File: config.mk
export PLATFORM = sky130hd
export DESIGN_NAME = sd_rx_block_writer
export DESIGN_NICKNAME = d
export VERILOG_FILES = /design/src/rtl/sd_buf_pkg.sv /design/src/rtl/sd_slot_flags.sv /design/src/rtl/sd_rx_block_writer.sv
export SDC_FILE = /design/constraint.sdc
export NUM_CORES = 1
export LEC_CHECK = 0
export CAP_MARGIN = 15
export CORE_MARGIN = 3
export CORE_UTILIZATION = 46
export CTS_BUF_LIST = sky130_fd_sc_hd__clkbuf_16
export CTS_CLUSTER_SIZE = 14
export DETAILED_ROUTE_END_ITERATION = 8
export PLACE_DENSITY_LB_ADDON = 0.08
export SYNTH_ARGS = -nofsm -noshare
export SYNTH_HDL_FRONTEND = slang
export SYNTH_SLANG_ARGS = --single-unit
File: constraint.sdc
create_clock -name clk -period 3 [get_ports clk]
set_clock_uncertainty 0.05 [all_clocks]
set_input_delay 0.6 -clock clk [delete_from_list [all_inputs] [get_ports clk]]
set_output_delay 0.6 -clock clk [all_outputs]
set_load 0.05 [all_outputs]
File: src/rtl/sd_buf_pkg.sv
// sd_buf_pkg: shared sizes, word tag positions and writer FSM encoding for the SD block buffer.
package sd_buf_pkg;
    localparam int BLOCK_BYTES    = 512;
    localparam int NUM_SLOTS      = 4;
    localparam int WORDS_PER_SLOT = BLOCK_BYTES / 4;
    localparam int TAG_FIRST      = 32;
    localparam int TAG_LAST       = 33;
    localparam int TAG_SLOT_LO    = 34;
    localparam int TAG_SLOT_HI    = 35;
    typedef enum logic [1:0] {IDLE, FILL, WAIT_CRC} wr_state_e;
endpackage

File: src/rtl/sd_slot_flags.sv
// sd_slot_flags: per-slot full/CRC-error flags; a commit overrides a release of the same slot.
module sd_slot_flags #(
    parameter int N = 4
) (
    input  logic                 clk,
    input  logic                 reset,
    input  logic                 commit,
    input  logic [$clog2(N)-1:0] commit_slot,
    input  logic                 commit_err,
    input  logic [N-1:0]         rel,
    output logic [N-1:0]         full,
    output logic [N-1:0]         crc_err
);
    logic [N-1:0] full_q, full_d, err_q, err_d;

    always_comb begin
        full_d = full_q & ~rel;
        err_d  = err_q & ~rel;
        if (commit) begin
            full_d[commit_slot] = 1'b1;
            err_d[commit_slot]  = commit_err;
        end
    end

    always_ff @(posedge clk or posedge reset) begin
        if (reset) begin
            full_q <= '0;
            err_q  <= '0;
        end else begin
            full_q <= full_d;
            err_q  <= err_d;
        end
    end

    assign full    = full_q;
    assign crc_err = err_q;
endmodule

File: src/rtl/sd_rx_block_writer.sv
// sd_rx_block_writer: packs received SD bytes into tagged 36-bit words and writes one
// block per RAM slot, committing each slot on the block's CRC verdict.
module sd_rx_block_writer #(
    parameter int BLOCK_BYTES = sd_buf_pkg::BLOCK_BYTES,
    parameter int NUM_SLOTS   = sd_buf_pkg::NUM_SLOTS,
    parameter int ADDR_W      = 9
) (
    input  logic                 clk,
    input  logic                 reset,
    input  logic [7:0]           byte_in,
    input  logic                 byte_valid,
    output logic                 byte_ready,
    input  logic                 crc_ok,
    input  logic                 crc_err,
    input  logic                 blk_abort,
    input  logic                 err_clr,
    input  logic [NUM_SLOTS-1:0] slot_release,
    output logic [ADDR_W-1:0]    bram_addr,
    output logic [35:0]          bram_din,
    output logic                 bram_wr,
    output logic [NUM_SLOTS-1:0] slot_full,
    output logic [NUM_SLOTS-1:0] slot_crc_err,
    output logic [1:0]           wr_slot,
    output logic                 blk_done,
    output logic                 overflow_err
);
    import sd_buf_pkg::*;

    localparam int CW  = $clog2(BLOCK_BYTES);
    localparam int WPS = BLOCK_BYTES / 4;

    wr_state_e         state_q, state_d;
    logic [CW-1:0]     cnt_q, cnt_d;
    logic [1:0]        slot_q, slot_d;
    logic [23:0]       pack_q, pack_d;
    logic              wr_q, wr_d, done_q, done_d, ovf_q, ovf_d;
    logic [ADDR_W-1:0] addr_q, addr_d;
    logic [35:0]       din_q, din_d;
    logic              commit;
    logic [CW-3:0]     word_idx;

    assign word_idx = cnt_q[CW-1:2];

    always_comb begin
        state_d = state_q;
        cnt_d   = cnt_q;
        slot_d  = slot_q;
        pack_d  = pack_q;
        wr_d    = 1'b0;
        addr_d  = addr_q;
        din_d   = din_q;
        done_d  = 1'b0;
        commit  = 1'b0;
        ovf_d   = (state_q == WAIT_CRC && byte_valid) || (ovf_q && !err_clr);
        case (state_q)
            IDLE: state_d = slot_full[slot_q] ? IDLE : FILL;
            FILL: begin
                if (blk_abort) begin
                    state_d = IDLE;
                    cnt_d   = '0;
                end else if (byte_valid) begin
                    cnt_d = (cnt_q == CW'(BLOCK_BYTES - 1)) ? '0 : cnt_q + 1'b1;
                    state_d = (cnt_q == CW'(BLOCK_BYTES - 1)) ? WAIT_CRC : FILL;
                    if (cnt_q[1:0] == 2'd3) begin
                        wr_d                           = 1'b1;
                        addr_d                         = ADDR_W'(slot_q * WPS) + ADDR_W'(word_idx);
                        din_d[31:0]                    = {byte_in, pack_q};
                        din_d[TAG_FIRST]               = (word_idx == '0);
                        din_d[TAG_LAST]                = (word_idx == (CW-2)'(WPS - 1));
                        din_d[TAG_SLOT_HI:TAG_SLOT_LO] = slot_q;
                    end else begin
                        pack_d[8*cnt_q[1:0] +: 8] = byte_in;
                    end
                end
            end
            WAIT_CRC: begin
                // abort outranks a CRC verdict arriving in the same cycle
                if (blk_abort) begin
                    state_d = IDLE;
                    cnt_d   = '0;
                end else if (crc_ok || crc_err) begin
                    commit  = 1'b1;
                    done_d  = 1'b1;
                    slot_d  = 2'((32'(slot_q) + 1) % NUM_SLOTS);
                    state_d = IDLE;
                end
            end
            default: state_d = IDLE;
        endcase
    end

    always_ff @(posedge clk or posedge reset) begin
        if (reset) begin
            state_q <= IDLE;
            cnt_q   <= '0;
            slot_q  <= '0;
            pack_q  <= '0;
            wr_q    <= 1'b0;
            addr_q  <= '0;
            din_q   <= '0;
            done_q  <= 1'b0;
            ovf_q   <= 1'b0;
        end else begin
            state_q <= state_d;
            cnt_q   <= cnt_d;
            slot_q  <= slot_d;
            pack_q  <= pack_d;
            wr_q    <= wr_d;
            addr_q  <= addr_d;
            din_q   <= din_d;
            done_q  <= done_d;
            ovf_q   <= ovf_d;
        end
    end

    sd_slot_flags #(.N(NUM_SLOTS)) u_flags (
        .clk        (clk),
        .reset      (reset),
        .commit     (commit),
        .commit_slot(slot_q),
        .commit_err (crc_err),
        .rel        (slot_release),
        .full       (slot_full),
        .crc_err    (slot_crc_err)
    );

    assign byte_ready   = (state_q == FILL);
    assign bram_wr      = wr_q;
    assign bram_addr    = addr_q;
    assign bram_din     = din_q;
    assign blk_done     = done_q;
    assign overflow_err = ovf_q;
    assign wr_slot      = slot_q;
endmodule

==> results of run 1 <==
-- flip-flops by register name, summed over array words and instances (netlist names) --
name,count
bram_din,34
pack_q,24
bram_addr,9
cnt_q,9
u_flags.crc_err,4
u_flags.full,4
state_q,2
wr_slot,2
blk_done,1
bram_wr,1
overflow_err,1
-- how the worst max path moves through the flow --
stage / from / end / depth (start not counted)
finish: state_q[1] / byte_ready / 3
global route: state_q[1] / byte_ready / 3
CTS: state_q[1] / byte_ready / 3
detailed placement: blk_abort / cnt_q[7] / 5
global placement: blk_abort / cnt_q[6] / 5
floorplan: cnt_q[0] / pack_q[23] / 6
-- routing by layer --
metal  track usage  part of all wire
met1         0.230              0.46
met2         0.273              0.49
met3        0.0304             0.035
met4        0.0630             0.014
met5             0                 0
-- cell usage in the layout, fill, tap and decap left out, drive strengths merged, types with 2 or more instances in the layout --
| master | synthesis | final |
|---|---|---|
| bufinv | 0 | 2 |
| mux2i | 23 | 23 |
| nor2b | 4 | 4 |
| nor3b | 4 | 4 |
| clkinv | 0 | 4 |
| nor2 | 7 | 7 |
| nor4 | 2 | 2 |
| nand2 | 67 | 67 |
| xnor2 | 2 | 2 |
| ha | 10 | 10 |
| clkbuf | 6 | 9 |
| o21ai | 40 | 40 |
| dfrtp | 91 | 91 |
| nor3 | 3 | 3 |
| a21oi | 5 | 5 |
| inv | 35 | 35 |
| nand3 | 4 | 4 |
| or4 | 2 | 2 |
| nand2b | 4 | 4 |
| clkdlybuf4s50 | 0 | 77 |
| buf | 7 | 8 |
| o31ai | 3 | 3 |
| mux2 | 20 | 20 |
-- cell families after synthesis --
family | share of synthesized area
buffers and inverters | 0.0524
adder cells (fa/ha/maj) | 0.0318
multiplexers | 0.131
AND/OR/NAND/NOR | 0.127
AO/OA/AOI/OAI | 0.0753
flip-flops | 0.578
XOR/XNOR | 0.00445
-- cells in the mapped netlist, drive strengths merged, types with 5 or more instances --
library cell / number
nor2: 7
ha: 10
mux2i: 23
inv: 35
clkbuf: 6
o21ai: 40
buf: 7
nand2: 67
dfrtp: 91
mux2: 20
a21oi: 5
-- final cells by class --
cell class | instances | share of cell area
multi-input cells | 216 | 0.282
clock buffers | 9 | 0.0437
flip-flops and latches | 91 | 0.441
clock inverters | 7 | 0.0177
well taps | 105 | 0.0255
inverters | 35 | 0.0262
repair buffers | 85 | 0.163
-- worst reg2reg max path: stages (launching register included) --
cell and delay [ns]:
dfrtp_1 0.53, ha_1 0.35, and3_1 0.19, ha_1 0.24
a21oi_1 0.11, o21ai_0 0.48, nor2_1 0.10
-- report_power, final --
group | switching, W | internal, W
logic | 0.00124 | 0.000650
registers | 0.000181 | 0.00156
clock network | 0.000461 | 0.000728
-- per-stage QoR --
| step | std cells | cell area, µm² | util | setup slack (ns) | total power (W) |
|---|---|---|---|---|---|
| 3_3_place_gp | 532 | 4840 | 0.586 | 0.458 | 0.00363 |
| 4_1_cts | 548 | 5160 | 0.625 | 0.529 | 0.00487 |
| 3_5_place_dp | 532 | 4840 | 0.586 | 0.404 | 0.00367 |
| 5_1_grt | 548 | 5160 | 0.625 | 0.414 | 0.00508 |
| 6_report | 548 | 5160 | 0.625 | 0.537 | 0.00482 |
| 2_1_floorplan | 355 | 3940 | - | 1.12 | 0.00303 |
==> impl_metrics.ini, run 1 <==
[power]
p_per_area_nw_per_um2 = 935
p_leak_nw = 2.50
ir_drop_mv = 0.320

[timing]
finalSetupViolCount = 0
slew_headroom = 0.627
maxSlewViolCount = 0
tightest_slew_ns = 0.554
fmax_ghz = 0.406
finalSetupTns_ns = 0
hold_ws_ns = 0.426
layout_worst_path_cycle_share = 0.821
grt_setup_unrepaired = no
finalHoldViolations = 0
fin_crit_ns = 2.46

[clock_tree]
clk_latency_ns = 0.33
clockBufferDepth = 2
post_cts_buffers = 0
cts_tree = built
cts_resized = 0
h-tree-depth = 3
cts_inserted_buffers = 9
cts_root_buffer = clkbuf_16
path_clk_slew_ns = 0.06
ctsHoldBuffers = 0
clock_sinks = 91

[logic_synthesis]
synth_warnings = 0
synth_area_um2 = 3940
yosys_register_bits = 91
yosysSeqAreaShare = 0.578
async_flop_share = 1.00
synth_fp_nets = 384
netlist_instances = 355
synthTopCellsByArea = dfrtp_1 (58%), nand2_1 (6.1%), mux2i_1 (5.8%), o21ai_0 (5.1%), mux2_4 (3.8%)
syn-mean-instance-area_um2 = 11.1
synth_top_area_cell = dfrtp_1
synth_top_area_frac = 0.578
ys.flop_type = dfrtp_1
synth_edf_count = 0
yosysUniqueCellTypes = 42

[cells_and_area]
diodes = 0
drive_gt1_frac = 0.108
seqCellArea_um2 = 2280
layout.nets = 467
final.fill_count = 697
syn2layout_area_growth_pct = 31.0
multi_input_area_um2 = 1460

[die]
core_um2 = 8260
die_w_um = 98.5
std_cell_rows = 33
dieArea_um2 = 9710
ios = 78
start_util = 0.477
dieHeight_um = 98.5

[place]
gp_congestion = 0.834
dp_hpwl_um = 5480
portBuffers = 77

[run]
maxCapViolCount = 0

[worst_setup_path]
critPathCaptureType = output port
crit_fanout = 7
r2r-start = cnt_q[0]
cpLargestDelayFamily = buffers and inverters
start_kind = flop
critPathSlowestCell = clkdlybuf4s50_1
r2r_slack_ns = 0.81
path_buf_inv = 2
slowest_delay_ns = 0.80
worstSetupPathType = reg2out
r2r_cells = 6
cp_data_required_time_ns = 2.35
path_cells = nand2b_1, inv_1, clkdlybuf4s50_1
rr_endpoint = cnt_q[3]
critPathArrivalTime_ns = 1.81

[hold_path]
min_to = bram_din[12]
hold_depth = 2
holdCritPathClass = reg2reg
hold_start = bram_din[12]

[drt]
wl_um = 7920
drtIter0Drc = 92
routed_via_density = 5.03
vias = 2754
wire_per_inst_um = 14.5
drt-pass1-iter-count = 4
ant_nets = 0
drc = 0

[grt]
grt_max_degree = 92
antenna_found_initial = 0
grt_pass1_vias = 2662
grt_first_pass_wirelength_um = 13300
grt.total_usage = 0.169
overflow = 0

[run_status]
status = finished clean
(Power assumes the default switching activity.)
==> run 2, diff against run 1 <==
--- a/config.mk
+++ b/config.mk
@@ -7,7 +7,7 @@
 export LEC_CHECK = 0
 export CAP_MARGIN = 15
 export CORE_MARGIN = 3
-export CORE_UTILIZATION = 46
+export CORE_UTILIZATION = 51
 export CTS_BUF_LIST = sky130_fd_sc_hd__clkbuf_16
 export CTS_CLUSTER_SIZE = 14
 export DETAILED_ROUTE_END_ITERATION = 8
==> constraint.sdc (replaced) <==
create_clock -name clk -period 2.3 [get_ports clk]
set_clock_uncertainty 0.05 [all_clocks]
set_input_delay 0.46 -clock clk [delete_from_list [all_inputs] [get_ports clk]]
set_output_delay 0.46 -clock clk [all_outputs]
set_load 0.05 [all_outputs]
==> impl_metrics.ini, run 2 (synthesized netlist as in run 1, its figures left out) <==
[drt]
ant_nets = 0
drt-pass1-iter-count = 4
wire_per_inst_um = 14.8
drc = 0
wl_um = 8160
vias = 2752
drtIter0Drc = 111
routed_via_density = 4.99

[worst_setup_path]
crit_fanout = 5
r2r_slack_ns = 0.30
path_buf_inv = 1
start_kind = flop
cp_data_required_time_ns = 1.79
cpLargestDelayFamily = buffers and inverters
r2r_cells = 7
path_cells = clkdlybuf4s50_1
critPathSlowestCell = clkdlybuf4s50_1
slowest_delay_ns = 0.85
r2r-start = cnt_q[2]
critPathCaptureType = output port
critPathArrivalTime_ns = 1.64
worstSetupPathType = reg2out
rr_endpoint = cnt_q[3]

[place]
portBuffers = 77
dp_hpwl_um = 5790
gp_congestion = 0.817
place_ws_ns = 0.0369

[hold_path]
min_to = bram_din[13]
hold_depth = 2
hold_start = bram_din[13]
holdCritPathClass = reg2reg

[clock_tree]
clockBufferDepth = 2
h-tree-depth = 3
clk_latency_ns = 0.33
cts_resized = 0
post_cts_buffers = 0
path_clk_slew_ns = 0.06
cts_root_buffer = clkbuf_16
ctsHoldBuffers = 0
clock_sinks = 91
cts_tree = built
cts_inserted_buffers = 9

[grt]
grt_max_degree = 92
grt_pass1_vias = 2841
grt_first_pass_wirelength_um = 13700
antenna_found_initial = 0
overflow = 0
grt.total_usage = 0.200

[die]
dieArea_um2 = 8810
ios = 78
std_cell_rows = 31
core_um2 = 7370
die_w_um = 93.9
dieHeight_um = 93.9
start_util = 0.534

[timing]
timing.final.ws_setup_ns = 0.147
fin_crit_ns = 2.15
tightest_slew_ns = 0.529
layout_worst_path_cycle_share = 0.936
slew_headroom = 0.647
finalHoldViolations = 0
fmax_ghz = 0.464
finalSetupTns_ns = 0
maxSlewViolCount = 0
finalSetupViolCount = 0
grt_setup_unrepaired = no

[cells_and_area]
layout.nets = 477
utilization = 0.711
multi_input_area_um2 = 1460
final_cell_mix = dfrtp_1 (91), clkdlybuf4s50_1 (76), nand2_1 (64), o21ai_0 (40), inv_1 (34)
final_common_cell = dfrtp_1
seqCellArea_um2 = 2280
final.fill_count = 573
drive_gt1_frac = 0.130
diodes = 0
syn2layout_area_growth_pct = 33.0
largest_reg_flops = 34

[run]
maxCapViolCount = 0

[power]
ir_drop_mv = 0.527
p_leak_nw = 2.55
p_per_area_nw_per_um2 = 1190

[run_status]
status = finished clean
## run 2: changes by cell type in the layout (fill, tap and decap cells not counted), sizes merged
| cell | delta |
|---|---|
| clkinvlp | +1 |
| clkdlybuf4s50 | -1 |
| inv | -1 |
| buf | +11 |
| clkinv | +1 |
| bufinv | -1 |
## run 2: per-layer routing
layer	vias to the layer above	global-route usage	routed length [µm]
met5	-	0	0
met3	10	0.0296	328
met4	0	0.0758	99
met1	1320	0.254	3560
li1	1362	-	-
met2	60	0.344	4170
## run 2: worst max-delay path by stage
stage | to | startpoint | depth (start not counted)
after floorplan | pack_q[23] | cnt_q[0] | 6
after global placement | bram_din[27] | byte_valid | 5
final | wr_slot[0] | wr_slot[0] | 1
after global routing | cnt_q[3] | cnt_q[2] | 7
after CTS | wr_slot[0] | wr_slot[0] | 1
after detailed placement | bram_din[26] | byte_valid | 5
## run 2: area by class of cell
type                       count  share of cell area
tap                           99              0.0236
timing repair buffer          95               0.182
multi-input combinational    216               0.278
clock buffer                   9              0.0430
clock inverter                 7              0.0131
inverter                      35              0.0258
sequential                    91               0.435
## run 2: report_power, final
group          internal (W)  switching [W]  leakage (nW)  total [W]
combinational      0.000890        0.00167          1.20    0.00256
clock              0.000837       0.000592         0.143    0.00143
sequential          0.00204       0.000207          1.21    0.00225
## run 2: through the flow
| step | hold slack [ns] | power, W | area, µm² | instances |
|---|---|---|---|---|
| after floorplan | 0.406 | 0.00395 | 3940 | 355 |
| after global placement | 0.411 | 0.00477 | 4940 | 536 |
| after detailed placement | 0.418 | 0.00485 | 4940 | 536 |
| after CTS | 0.431 | 0.00629 | 5240 | 552 |
| after global routing | 0.456 | 0.00656 | 5240 | 552 |
| final | 0.423 | 0.00623 | 5240 | 552 |
## run 2: worst min-delay path: stages, from the launching register on
cell	delay, ns
dfrtp_1	0.34
nand2_1	0.04
o21ai_0	0.05
